**src/rtl/hazard_scoreboard_pkg.sv**
```systemverilog
// Shared pipeline definitions for the hazard scoreboard: stage indices,
// forwarding code encodings and the tracker entry tag.
package hazard_scoreboard_pkg;

  localparam int STG_EX  = 1;
  localparam int STG_MEM = 2;

  // Forwarding code 0 selects the register file; code k selects the
  // output register of stage k.
  localparam int FWD_RF = 0;

  typedef struct packed {
    logic valid;
    logic is_load;
  } trk_tag_t;

  function automatic int stg_wb(input int depth);
    return depth;
  endfunction

  function automatic int fwd_width(input int depth);
    return (depth <= 2) ? 1 : $clog2(depth);
  endfunction

  // First stage whose output register holds the producer's result.
  function automatic int ready_stage(input logic is_load, input int load_lat);
    return is_load ? (STG_EX + load_lat) : STG_EX;
  endfunction

endpackage

```
**src/rtl/hazard_scoreboard_if.sv**
```systemverilog
// ID-stage request and hazard/forwarding response bundle.
// Handshake: no valid/ready; id_* are sampled every cycle, stall answers combinationally.
interface hazard_scoreboard_if #(
  parameter int REG_AW = 5,
  parameter int FWD_W  = 2,
  parameter int CNT_W  = 16
);
  logic              id_valid;
  logic [REG_AW-1:0] id_rs;
  logic [REG_AW-1:0] id_rt;
  logic              id_use_rs;
  logic              id_use_rt;
  logic [REG_AW-1:0] id_rd;
  logic              id_wr;
  logic              id_is_load;
  logic              br_taken;
  logic              stall;
  logic              pc_write;
  logic              ifid_write;
  logic              ifid_flush;
  logic [FWD_W-1:0]  ex_fwd_a;
  logic [FWD_W-1:0]  ex_fwd_b;
  logic [CNT_W-1:0]  stall_cnt;
  logic [CNT_W-1:0]  flush_cnt;

  modport master (
    output id_valid, id_rs, id_rt, id_use_rs, id_use_rt, id_rd, id_wr,
           id_is_load, br_taken,
    input  stall, pc_write, ifid_write, ifid_flush, ex_fwd_a, ex_fwd_b,
           stall_cnt, flush_cnt
  );

  modport slave (
    input  id_valid, id_rs, id_rt, id_use_rs, id_use_rt, id_rd, id_wr,
           id_is_load, br_taken,
    output stall, pc_write, ifid_write, ifid_flush, ex_fwd_a, ex_fwd_b,
           stall_cnt, flush_cnt
  );
endinterface

```
**src/rtl/hazard_tracker_stage.sv**
```systemverilog
// One in-flight writer slot of the tracker shift register.
module hazard_tracker_stage
  import hazard_scoreboard_pkg::*;
#(
  parameter int AW = 5
) (
  input  logic          clk,
  input  logic          rst,
  input  trk_tag_t      in_tag,
  input  logic [AW-1:0] in_rd,
  output trk_tag_t      out_tag,
  output logic [AW-1:0] out_rd
);

  always_ff @(posedge clk) begin
    if (rst) begin
      out_tag <= '0;
      out_rd  <= '0;
    end else begin
      out_tag.valid   <= in_tag.valid;
      out_tag.is_load <= in_tag.valid & in_tag.is_load;
      out_rd          <= in_rd;
    end
  end

endmodule

```
**src/rtl/hazard_scoreboard.sv**
```systemverilog
// Depth/latency-generic stall and forwarding controller beside the ID stage,
// with saturating stall and flush event counters.
module hazard_scoreboard
  import hazard_scoreboard_pkg::*;
#(
  parameter int REG_AW   = 5,
  parameter int DEPTH    = 3,
  parameter int LOAD_LAT = 1,
  parameter int CNT_W    = 16
) (
  input  logic               clk,
  input  logic               rst,
  hazard_scoreboard_if.slave bus
);

  localparam int FWD_W = fwd_width(DEPTH);

  trk_tag_t          tag_d [1:DEPTH];
  trk_tag_t          tag_q [1:DEPTH];
  logic [REG_AW-1:0] rd_d  [1:DEPTH];
  logic [REG_AW-1:0] rd_q  [1:DEPTH];

  logic [DEPTH:1]    hit_a;
  logic [DEPTH:1]    hit_b;
  logic              stall_c;
  logic              issue;
  logic [FWD_W-1:0]  fwd_a_c;
  logic [FWD_W-1:0]  fwd_b_c;
  logic [FWD_W-1:0]  fwd_a_q;
  logic [FWD_W-1:0]  fwd_b_q;
  logic [CNT_W-1:0]  stall_cnt_q;
  logic [CNT_W-1:0]  flush_cnt_q;

  assign issue = bus.id_valid & ~stall_c;

  // A stalled or non-writing instruction enters EX as a bubble.
  assign tag_d[1].valid   = issue & bus.id_wr & (bus.id_rd != '0);
  assign tag_d[1].is_load = bus.id_is_load;
  assign rd_d[1]          = bus.id_rd;

  for (genvar g = 1; g <= DEPTH; g++) begin : g_stage
    if (g > 1) begin : g_link
      assign tag_d[g] = tag_q[g-1];
      assign rd_d[g]  = rd_q[g-1];
    end
    hazard_tracker_stage #(.AW(REG_AW)) u_stage (
      .clk     (clk),
      .rst     (rst),
      .in_tag  (tag_d[g]),
      .in_rd   (rd_d[g]),
      .out_tag (tag_q[g]),
      .out_rd  (rd_q[g])
    );
  end

  always_comb begin
    hit_a   = '0;
    hit_b   = '0;
    stall_c = 1'b0;
    fwd_a_c = '0;
    fwd_b_c = '0;
    for (int s = 1; s <= DEPTH; s++) begin
      hit_a[s] = bus.id_use_rs && tag_q[s].valid && (rd_q[s] == bus.id_rs) && (bus.id_rs != '0);
      hit_b[s] = bus.id_use_rt && tag_q[s].valid && (rd_q[s] == bus.id_rt) && (bus.id_rt != '0);
      if ((hit_a[s] || hit_b[s]) && (s < ready_stage(tag_q[s].is_load, LOAD_LAT)))
        stall_c = 1'b1;
    end
    stall_c = stall_c & bus.id_valid & ~rst;
    // Walk oldest to youngest so the youngest match is the last writer.
    // The WB stage is excluded: the register file is write-first.
    for (int s = DEPTH - 1; s >= 1; s--) begin
      if (hit_a[s]) fwd_a_c = FWD_W'(s);
      if (hit_b[s]) fwd_b_c = FWD_W'(s);
    end
  end

  always_ff @(posedge clk) begin
    if (rst) begin
      fwd_a_q     <= '0;
      fwd_b_q     <= '0;
      stall_cnt_q <= '0;
      flush_cnt_q <= '0;
    end else begin
      fwd_a_q <= issue ? fwd_a_c : '0;
      fwd_b_q <= issue ? fwd_b_c : '0;
      if (stall_c && (stall_cnt_q != '1))
        stall_cnt_q <= stall_cnt_q + 1'b1;
      if (bus.br_taken && !stall_c && (flush_cnt_q != '1))
        flush_cnt_q <= flush_cnt_q + 1'b1;
    end
  end

  assign bus.stall      = stall_c;
  assign bus.pc_write   = ~stall_c;
  assign bus.ifid_write = ~stall_c;
  assign bus.ifid_flush = bus.br_taken & ~stall_c & ~rst;
  assign bus.ex_fwd_a   = fwd_a_q;
  assign bus.ex_fwd_b   = fwd_b_q;
  assign bus.stall_cnt  = stall_cnt_q;
  assign bus.flush_cnt  = flush_cnt_q;

endmodule

```
**src/flat_wrapper.sv**
```systemverilog
// flat-port wrapper written by rule: the top's interface ports become plain ports
module hazard_scoreboard_flat import hazard_scoreboard_pkg::*;
#(
  parameter int REG_AW   = 5,
  parameter int DEPTH    = 3,
  parameter int LOAD_LAT = 1,
  parameter int CNT_W    = 16
)
  (clk, rst, bus_id_valid, bus_id_rs, bus_id_rt, bus_id_use_rs, bus_id_use_rt, bus_id_rd, bus_id_wr, bus_id_is_load, bus_br_taken, bus_stall, bus_pc_write, bus_ifid_write, bus_ifid_flush, bus_ex_fwd_a, bus_ex_fwd_b, bus_stall_cnt, bus_flush_cnt);
  hazard_scoreboard_if #(.REG_AW(REG_AW), .FWD_W((2)), .CNT_W(CNT_W)) bus_i ();
  input  logic clk;
  input  logic rst;
  input wire logic [$bits(bus_i.id_valid)-1:0] bus_id_valid;
  input wire logic [$bits(bus_i.id_rs)-1:0] bus_id_rs;
  input wire logic [$bits(bus_i.id_rt)-1:0] bus_id_rt;
  input wire logic [$bits(bus_i.id_use_rs)-1:0] bus_id_use_rs;
  input wire logic [$bits(bus_i.id_use_rt)-1:0] bus_id_use_rt;
  input wire logic [$bits(bus_i.id_rd)-1:0] bus_id_rd;
  input wire logic [$bits(bus_i.id_wr)-1:0] bus_id_wr;
  input wire logic [$bits(bus_i.id_is_load)-1:0] bus_id_is_load;
  input wire logic [$bits(bus_i.br_taken)-1:0] bus_br_taken;
  output wire logic [$bits(bus_i.stall)-1:0] bus_stall;
  output wire logic [$bits(bus_i.pc_write)-1:0] bus_pc_write;
  output wire logic [$bits(bus_i.ifid_write)-1:0] bus_ifid_write;
  output wire logic [$bits(bus_i.ifid_flush)-1:0] bus_ifid_flush;
  output wire logic [$bits(bus_i.ex_fwd_a)-1:0] bus_ex_fwd_a;
  output wire logic [$bits(bus_i.ex_fwd_b)-1:0] bus_ex_fwd_b;
  output wire logic [$bits(bus_i.stall_cnt)-1:0] bus_stall_cnt;
  output wire logic [$bits(bus_i.flush_cnt)-1:0] bus_flush_cnt;
  assign bus_i.id_valid = bus_id_valid;
  assign bus_i.id_rs = bus_id_rs;
  assign bus_i.id_rt = bus_id_rt;
  assign bus_i.id_use_rs = bus_id_use_rs;
  assign bus_i.id_use_rt = bus_id_use_rt;
  assign bus_i.id_rd = bus_id_rd;
  assign bus_i.id_wr = bus_id_wr;
  assign bus_i.id_is_load = bus_id_is_load;
  assign bus_i.br_taken = bus_br_taken;
  assign bus_stall = bus_i.stall;
  assign bus_pc_write = bus_i.pc_write;
  assign bus_ifid_write = bus_i.ifid_write;
  assign bus_ifid_flush = bus_i.ifid_flush;
  assign bus_ex_fwd_a = bus_i.ex_fwd_a;
  assign bus_ex_fwd_b = bus_i.ex_fwd_b;
  assign bus_stall_cnt = bus_i.stall_cnt;
  assign bus_flush_cnt = bus_i.flush_cnt;
  hazard_scoreboard #(.REG_AW(REG_AW), .DEPTH(DEPTH), .LOAD_LAT(LOAD_LAT), .CNT_W(CNT_W)) u_core (.clk(clk), .rst(rst), .bus(bus_i));
endmodule
```
**config.mk**
```make
export PLATFORM = sky130hd
export DESIGN_NAME = hazard_scoreboard_flat
export DESIGN_NICKNAME = d
export VERILOG_FILES = /design/src/rtl/hazard_scoreboard_pkg.sv /design/src/rtl/hazard_scoreboard_if.sv /design/src/rtl/hazard_tracker_stage.sv /design/src/rtl/hazard_scoreboard.sv /design/src/flat_wrapper.sv
export SDC_FILE = /design/constraint.sdc
export NUM_CORES = 1
export LEC_CHECK = 0
export ABC_AREA = 1
export CORE_MARGIN = 3
export CORE_UTILIZATION = 40
export DETAILED_ROUTE_END_ITERATION = 16
export PLACE_DENSITY = 0.67
export SLEW_MARGIN = 10
export SYNTH_ARGS = -nofsm -noshare
export SYNTH_HDL_FRONTEND = slang
export SYNTH_SLANG_ARGS = --single-unit
```
**constraint.sdc**
```tcl
create_clock -name clk -period 2.1 [get_ports clk]
set_clock_uncertainty 0.15 [all_clocks]
set_input_delay 0.42 -clock clk [delete_from_list [all_inputs] [get_ports clk]]
set_output_delay 0.42 -clock clk [all_outputs]
set_load 0.01 [all_outputs]
```
# Word level (Yosys, flattened, before mapping)
# Index checks and enable logic that the tools add are counted.
# W data, S select, Z words.
[totals]
elab_cells = 85
inputBits = 23
output_inout_bits = 40
ff_bits = 57
[op_classes]
n_bitwise = 13
n_lt_le_gt_ge = 3
eq_ne = 8
muxes = 10
addsub = 2
n_reduce_logical = 34
[ops]
columns = ["operator", "count"]
rows = [
  ["$lt A3 B32 Y1 const A", 2],
  ["$add A16 B1 Y16 const B", 2],
  ["$lt A2 B32 Y1 const A", 1],
  ["$ne A16 B16 Y1 const B", 2],
  ["$eq A5 B5 Y1", 6],
  ["$logic_and A1 B1 Y1", 24],
  ["$reduce_bool A5 Y1", 3],
  ["$and A1 B1 Y1", 10],
  ["$mux W2", 5],
  ["$reduce_or A3 Y1", 2],
  ["$mux W1", 5],
  ["$logic_or A1 B1 Y1", 3],
  ["$not A1 Y1", 3],
  ["$reduce_or A2 Y1", 1],
  ["$logic_not A1 Y1", 1],
]

# Longest topological paths before layout
[logic_depth]
ltp_word = 15
mapped_depth = 14
ltp_nobuf = 14

# Modules after synthesis
# Synthesis repeated with hierarchy kept, for this count alone.
[hier_totals]
cells_unflattened = 484
hier_area_um2 = 2946.6
[modules_own_cells]
columns = ["mod", "seq_area_each_um2", "area_per_inst_um2", "n_inst", "cells_per_inst"]
rows = [
  ["hazard_scoreboard", 720.7, 2561.2, 1, 442],
  ["hazard_tracker_stage", 140.1, 192.7, 2, 21],
]

# Worst setup path before layout
# No wires, ideal clock.
[synth_timing]
path_kind = "input port to output port"
start = "input rst"
end = "output bus_ifid_flush"
required_time_ns = 1.530
n_path_buf = 3
slack_ns = 0.006
path_stages = 8
arrival_ns = 1.524
path_cell_list = "buf_4 > inv_2 > and3_1 > buf_2 > nand2_2 > buf_2 > nand2_1 > nor2_1"
[synth_between]
elab_chain_len = 5
[synth_rtl]
columns = ["element", "line", "rtl"]
rows = [
  ["from (decl)", "flat_wrapper.sv:12", "input logic rst;"],
  ["$not A1 Y1", "hazard_scoreboard.sv:68", "stall_c = stall_c & bus.id_valid & ~rst;"],
  ["$and A1 B1 Y1", "hazard_scoreboard.sv:68", ""],
  ["$not A1 Y1", "-", ""],
  ["via bus_ifid_write", "flat_wrapper.sv:24", "output wire logic [$bits(bus_i.ifid_write)-1:0] bus_ifid_write;"],
  ["$and A1 B1 Y1 (2 in series)", "hazard_scoreboard.sv:96", "assign bus.ifid_flush = bus.br_taken & ~stall_c & ~rst;"],
  ["to (decl)", "flat_wrapper.sv:25", "output wire logic [$bits(bus_i.ifid_flush)-1:0] bus_ifid_flush;"],
]
# The timed path passes the listed nets, and every way through them passes these cells.

# Worst setup path in the final report
[layout_timing]
start = "input bus_id_rt[2]"
end = "output bus_ifid_flush"
[layout_between]
elab_chain_len = 13
word_cells_on_any_way = 24
cone_classes = "3 x eq/ne; 3 x mux; 5 x bitwise; 13 x reduce/logical"
[layout_rtl]
columns = ["element", "line", "rtl"]
rows = [
  ["from (decl)", "flat_wrapper.sv:15", "input wire logic [$bits(bus_i.id_rt)-1:0] bus_id_rt;"],
  ["$eq A5 B5 Y1", "hazard_scoreboard.sv:64", "hit_b[s] = bus.id_use_rt && tag_q[s].valid && (rd_q[s] == bus.id_rt) && (bus.id_rt != '0);"],
  ["$logic_and A1 B1 Y1 (2 in series)", "hazard_scoreboard.sv:64", ""],
  ["$logic_or A1 B1 Y1", "hazard_scoreboard.sv:65", "if ((hit_a[s] || hit_b[s]) && (s < ready_stage(tag_q[s].is_load, LOAD_LAT)))"],
  ["$logic_and A1 B1 Y1", "hazard_scoreboard.sv:65", ""],
  ["$mux W1 (2 in series)", "hazard_scoreboard.sv:65", ""],
  ["$mux W1 *", "hazard_scoreboard.sv:65", ""],
  ["$and A1 B1 Y1 * (2 in series)", "hazard_scoreboard.sv:68", ""],
  ["$not A1 Y1 *", "hazard_scoreboard.sv:96", ""],
  ["$and A1 B1 Y1 * (2 in series)", "hazard_scoreboard.sv:96", ""],
]
# Every way passes the cells marked *; elsewhere a longest branch is shown, timed or not.

==> results.md <==
- DRT antenna net count: 0
- Relative slew slack: 65.9%
- Diodes inserted: 0
- FP Rows: 30
- Part of the cycle the worst path needs: a little under 100%
- Share of cells above drive strength 1: 20.7%
- Max Root-Sink Buffers: 2
- Worst path bufs/invs: 3
- Vias in the first global route: around 2900
- H-tree depth: 2
- Hold WC Path Type: register to register
- Post-route DRC: 0
- Setup crit end kind: output pin
- Non-Filler Instances: between 600 and 700
- Final Slew Violations: 0
- Hold Worst Slack: 0.302 ns
- Sw frac: around a quarter
- VDD IR max: 0.344 mV
- Max cap viols: 0
- Cell area after synthesis: roughly 3000 µm²
- Clock transition at the registers of the reported paths: 0.09 ns
- Crit path DAT: approximately 1.5 ns
- Area grow syn2layout: 38.3%
- DR pass1 iterations: 4
- CP Cell Sequence: clkdlybuf4s15_2 > inv_1 > nand3_1 > nor2_1 > nor2_1 > nand2_1 > nand2_2 > nand2_4 > nand2_1 > nor2_1 > buf_2
- Fill count: between 600 and 700
- Post-synthesis register bit count: 49
- Routability cong.: between 0.8 and 0.9
- CP max-delay cell: clkdlybuf4s15_2
- Final hold vios: 0
- Placed cell count: 642
- Mapped Nets: slightly below 500
- CP most frequent cell: nor2_1
- CP max FO: 4
- Delay of the slowest critical-path stage: 0.20 ns
- Ports: 63
- Initial core utilization: between 40% and 50%
- DR iter-0 viols: between 100 and 150
- Routed vias: ~3200
- Inserted Clock Buffers: 5
- Routed WL: 7.96 mm
- CTS root buffer: clkbuf_8
- Fmax: 480 MHz
- GR Overflow Total: 0
- Yosys warnings: 0
- Required @ worst endpoint: around 1.5 ns
- Setup_tns: 0 ns
- Die width: 92.2 µm
- Final HPWL DP: between 5 and 6 mm
- Core area: 6980 µm²
- Sequential area share after synthesis: between 30% and 40%
- Status: finished clean
- LEAKAGE: between 1.5 and 2 nW
- NetSw: between 0.4 and 0.5 mW
- CTS sink cnt: 49
- Die Outline Area: ~8500 µm²
- GRT Total Usage: 18.9%
- CTS tree: yes
- Die Y: 92.2 µm
- Minimum clock period: 2.08 ns
- Worst skew pair latency: around 0.30 ns
- Setup violations, final: 0
- Final nets: 589
- Int Pwr: ~1.4 mW
- Startpoint types: input pin
- Final core occ: 58.8%
- Comb pwr share: about 12%
- Hold_buf cts: 0
- Worst-margin pin slew: 0.508 ns
- Netlist cell types: 30
- Clock power frac: between 30 and 40%
- Top delay family on crit path: simple AND/OR/NAND/NOR gates
- RSZ-0062 raised after global routing: true
- Number of port buffers: 62
- Syn Inst Count: 464
- Crit Path Category: input pin to output pin
- R2R setup slack: 0.15 ns
- Mean post-synth cell area: roughly 6.4 µm²
- Largest net degree at the start of global routing: 31
- Drt wl/cell: around 12 µm
- Drt via density: approximately 4.8
- Global-route wire length before repair: ~13 mm
- Pwr dens: approximately 440 nW/µm²
- Initial antenna violation count: 0
- Sequential power share: 53.5%
==> final timing paths <==
check / start / to / depth (start not counted)
worst max-delay path: bus_id_rt[2] / bus_ifid_flush / 11
worst min-delay path: u_core.g_stage[1].u_stage.out_tag[1] / u_core.g_stage[2].u_stage.out_tag[1] / 2
worst max register to register: u_core.bus.stall_cnt[0] / u_core.bus.stall_cnt[15] / 9
worst min register to register: u_core.g_stage[1].u_stage.out_tag[1] / u_core.g_stage[2].u_stage.out_tag[1] / 2
==> layout make-up <==
cell class | instances | area [µm²] | area share [%]
Sequential cell | 49 | 990 | 24.1
Inverter | 84 | 318 | 7.74
Tap cell | 96 | 120 | 2.93
Clock buffer | 7 | 96.3 | 2.35
Clock inverter | 1 | 5.00 | 0.122
Timing Repair Buffer | 109 | 967 | 23.6
Multi-Input combinational cell | 315 | 1610 | 39.2
==> flip-flops by register name (all words and copies together), names as in the netlist <==
signal                          cells
u_core.bus.flush_cnt               16
u_core.bus.stall_cnt               16
u_core.g_stage.u_stage.out_rd      10
u_core.g_stage.u_stage.out_tag      3
u_core.bus.ex_fwd_a                 2
u_core.bus.ex_fwd_b                 2
==> Yosys cell counts <==
library cell	count	share of area, %
nand3_1	37	6.2
nand3b_1	1	0.25
a21oi_2	9	2.7
nand3_2	2	0.67
buf_4	5	1.3
nor3b_1	2	0.51
nand2_2	11	2.3
xnor2_1	5	1.5
and3_1	1	0.21
o211ai_1	2	0.51
nand4_1	30	6.3
or2_2	1	0.21
nand2_1	112	14
a21oi_1	11	1.9
dfxtp_1	49	33
nor3b_4	1	0.63
xor2_1	11	3.2
nand4_4	1	0.72
nor3_1	6	1.0
o21ai_0	1	0.17
ha_1	2	0.84
inv_1	81	10
clkbuf_1	5	0.63
nor2_1	64	8.1
o22ai_1	4	0.84
buf_1	2	0.25
inv_2	3	0.38
buf_8	1	0.51
buf_2	3	0.51
o31ai_1	1	0.25
==> cell families after synthesis <==
logic type	count (synthesis)	synth area share, %
AND/OR/NAND/NOR	269	41.3
buffers and inverters	100	13.8
flip-flops	49	33.0
AO/OA/AOI/OAI	28	6.28
XOR/XNOR	16	4.72
adder cells (fa/ha/maj)	2	0.843
==> routing by layer <==
| layer | GRT usage, % | vias up | routed length (µm) |
|---|---|---|---|
| met1 | 26.0 | 1431 | 3850 |
| met5 | 0 | - | 0 |
| met2 | 31.4 | 72 | 3740 |
| met3 | 3.12 | 5 | 320 |
| li1 | - | 1653 | - |
| met4 | 3.59 | 0 | 58 |
==> placed cells by master (no fill, tap or decap), drive strengths merged, types with 2 or more instances in the layout <==
cell type and count:
o22ai 4, o211ai 2, nand3 39, clkbuf 9, buf 52, dlygate4sd2 3
nand2 123, ha 2, clkdlybuf4s50 45, nor3b 3, nor2 64, nand4 31
inv 84, xnor2 5, xor2 11, nor3 6, a21oi 20, clkdlybuf4s15 7
dfxtp 49
==> per-stage QoR <==
| stage | power (mW) | setup WS (ns) | cell area [µm²] |
|---|---|---|---|
| finish | 1.80 | 0.0155 | 4110 |
| global route | 1.88 | -0.0856 | 4110 |
| CTS | 1.82 | -0.0167 | 4080 |
| detailed placement | 1.19 | -0.707 | 3890 |
| global placement | 1.19 | -0.686 | 3890 |
| floorplan | 1.08 | 0.00561 | 2970 |
==> timing repair <==
action,4_1_cts,5_1_grt
buffers inserted,9,2
setup endpoints to repair,26,12
gates cloned,0,0
resized for setup,65,13
pin swaps,7,5
==> worst reg2reg max path, stage by stage (launching register included) <==
cell and delay [ns]:
dfxtp_1 0.35, ha_2 0.23, nand2_2 0.09, nor3b_4 0.28, buf_4 0.18, nand4_4 0.07, nand3_2 0.11, buf_4 0.18
nand2_1 0.06, a21oi_1 0.17
==> power by group through the flow <==
| stage | Sequential [mW] | Combinational, mW | Clock, mW |
|---|---|---|---|
| after floorplan | 0.982 | 0.101 | 0 |
| after global placement | 0.983 | 0.210 | 0 |
| after detailed placement | 0.982 | 0.212 | 0 |
| after CTS | 0.962 | 0.218 | 0.638 |
| after global routing | 0.966 | 0.244 | 0.670 |
| final | 0.962 | 0.219 | 0.616 |
No activity file was read; power rests on OpenSTA's default activity.
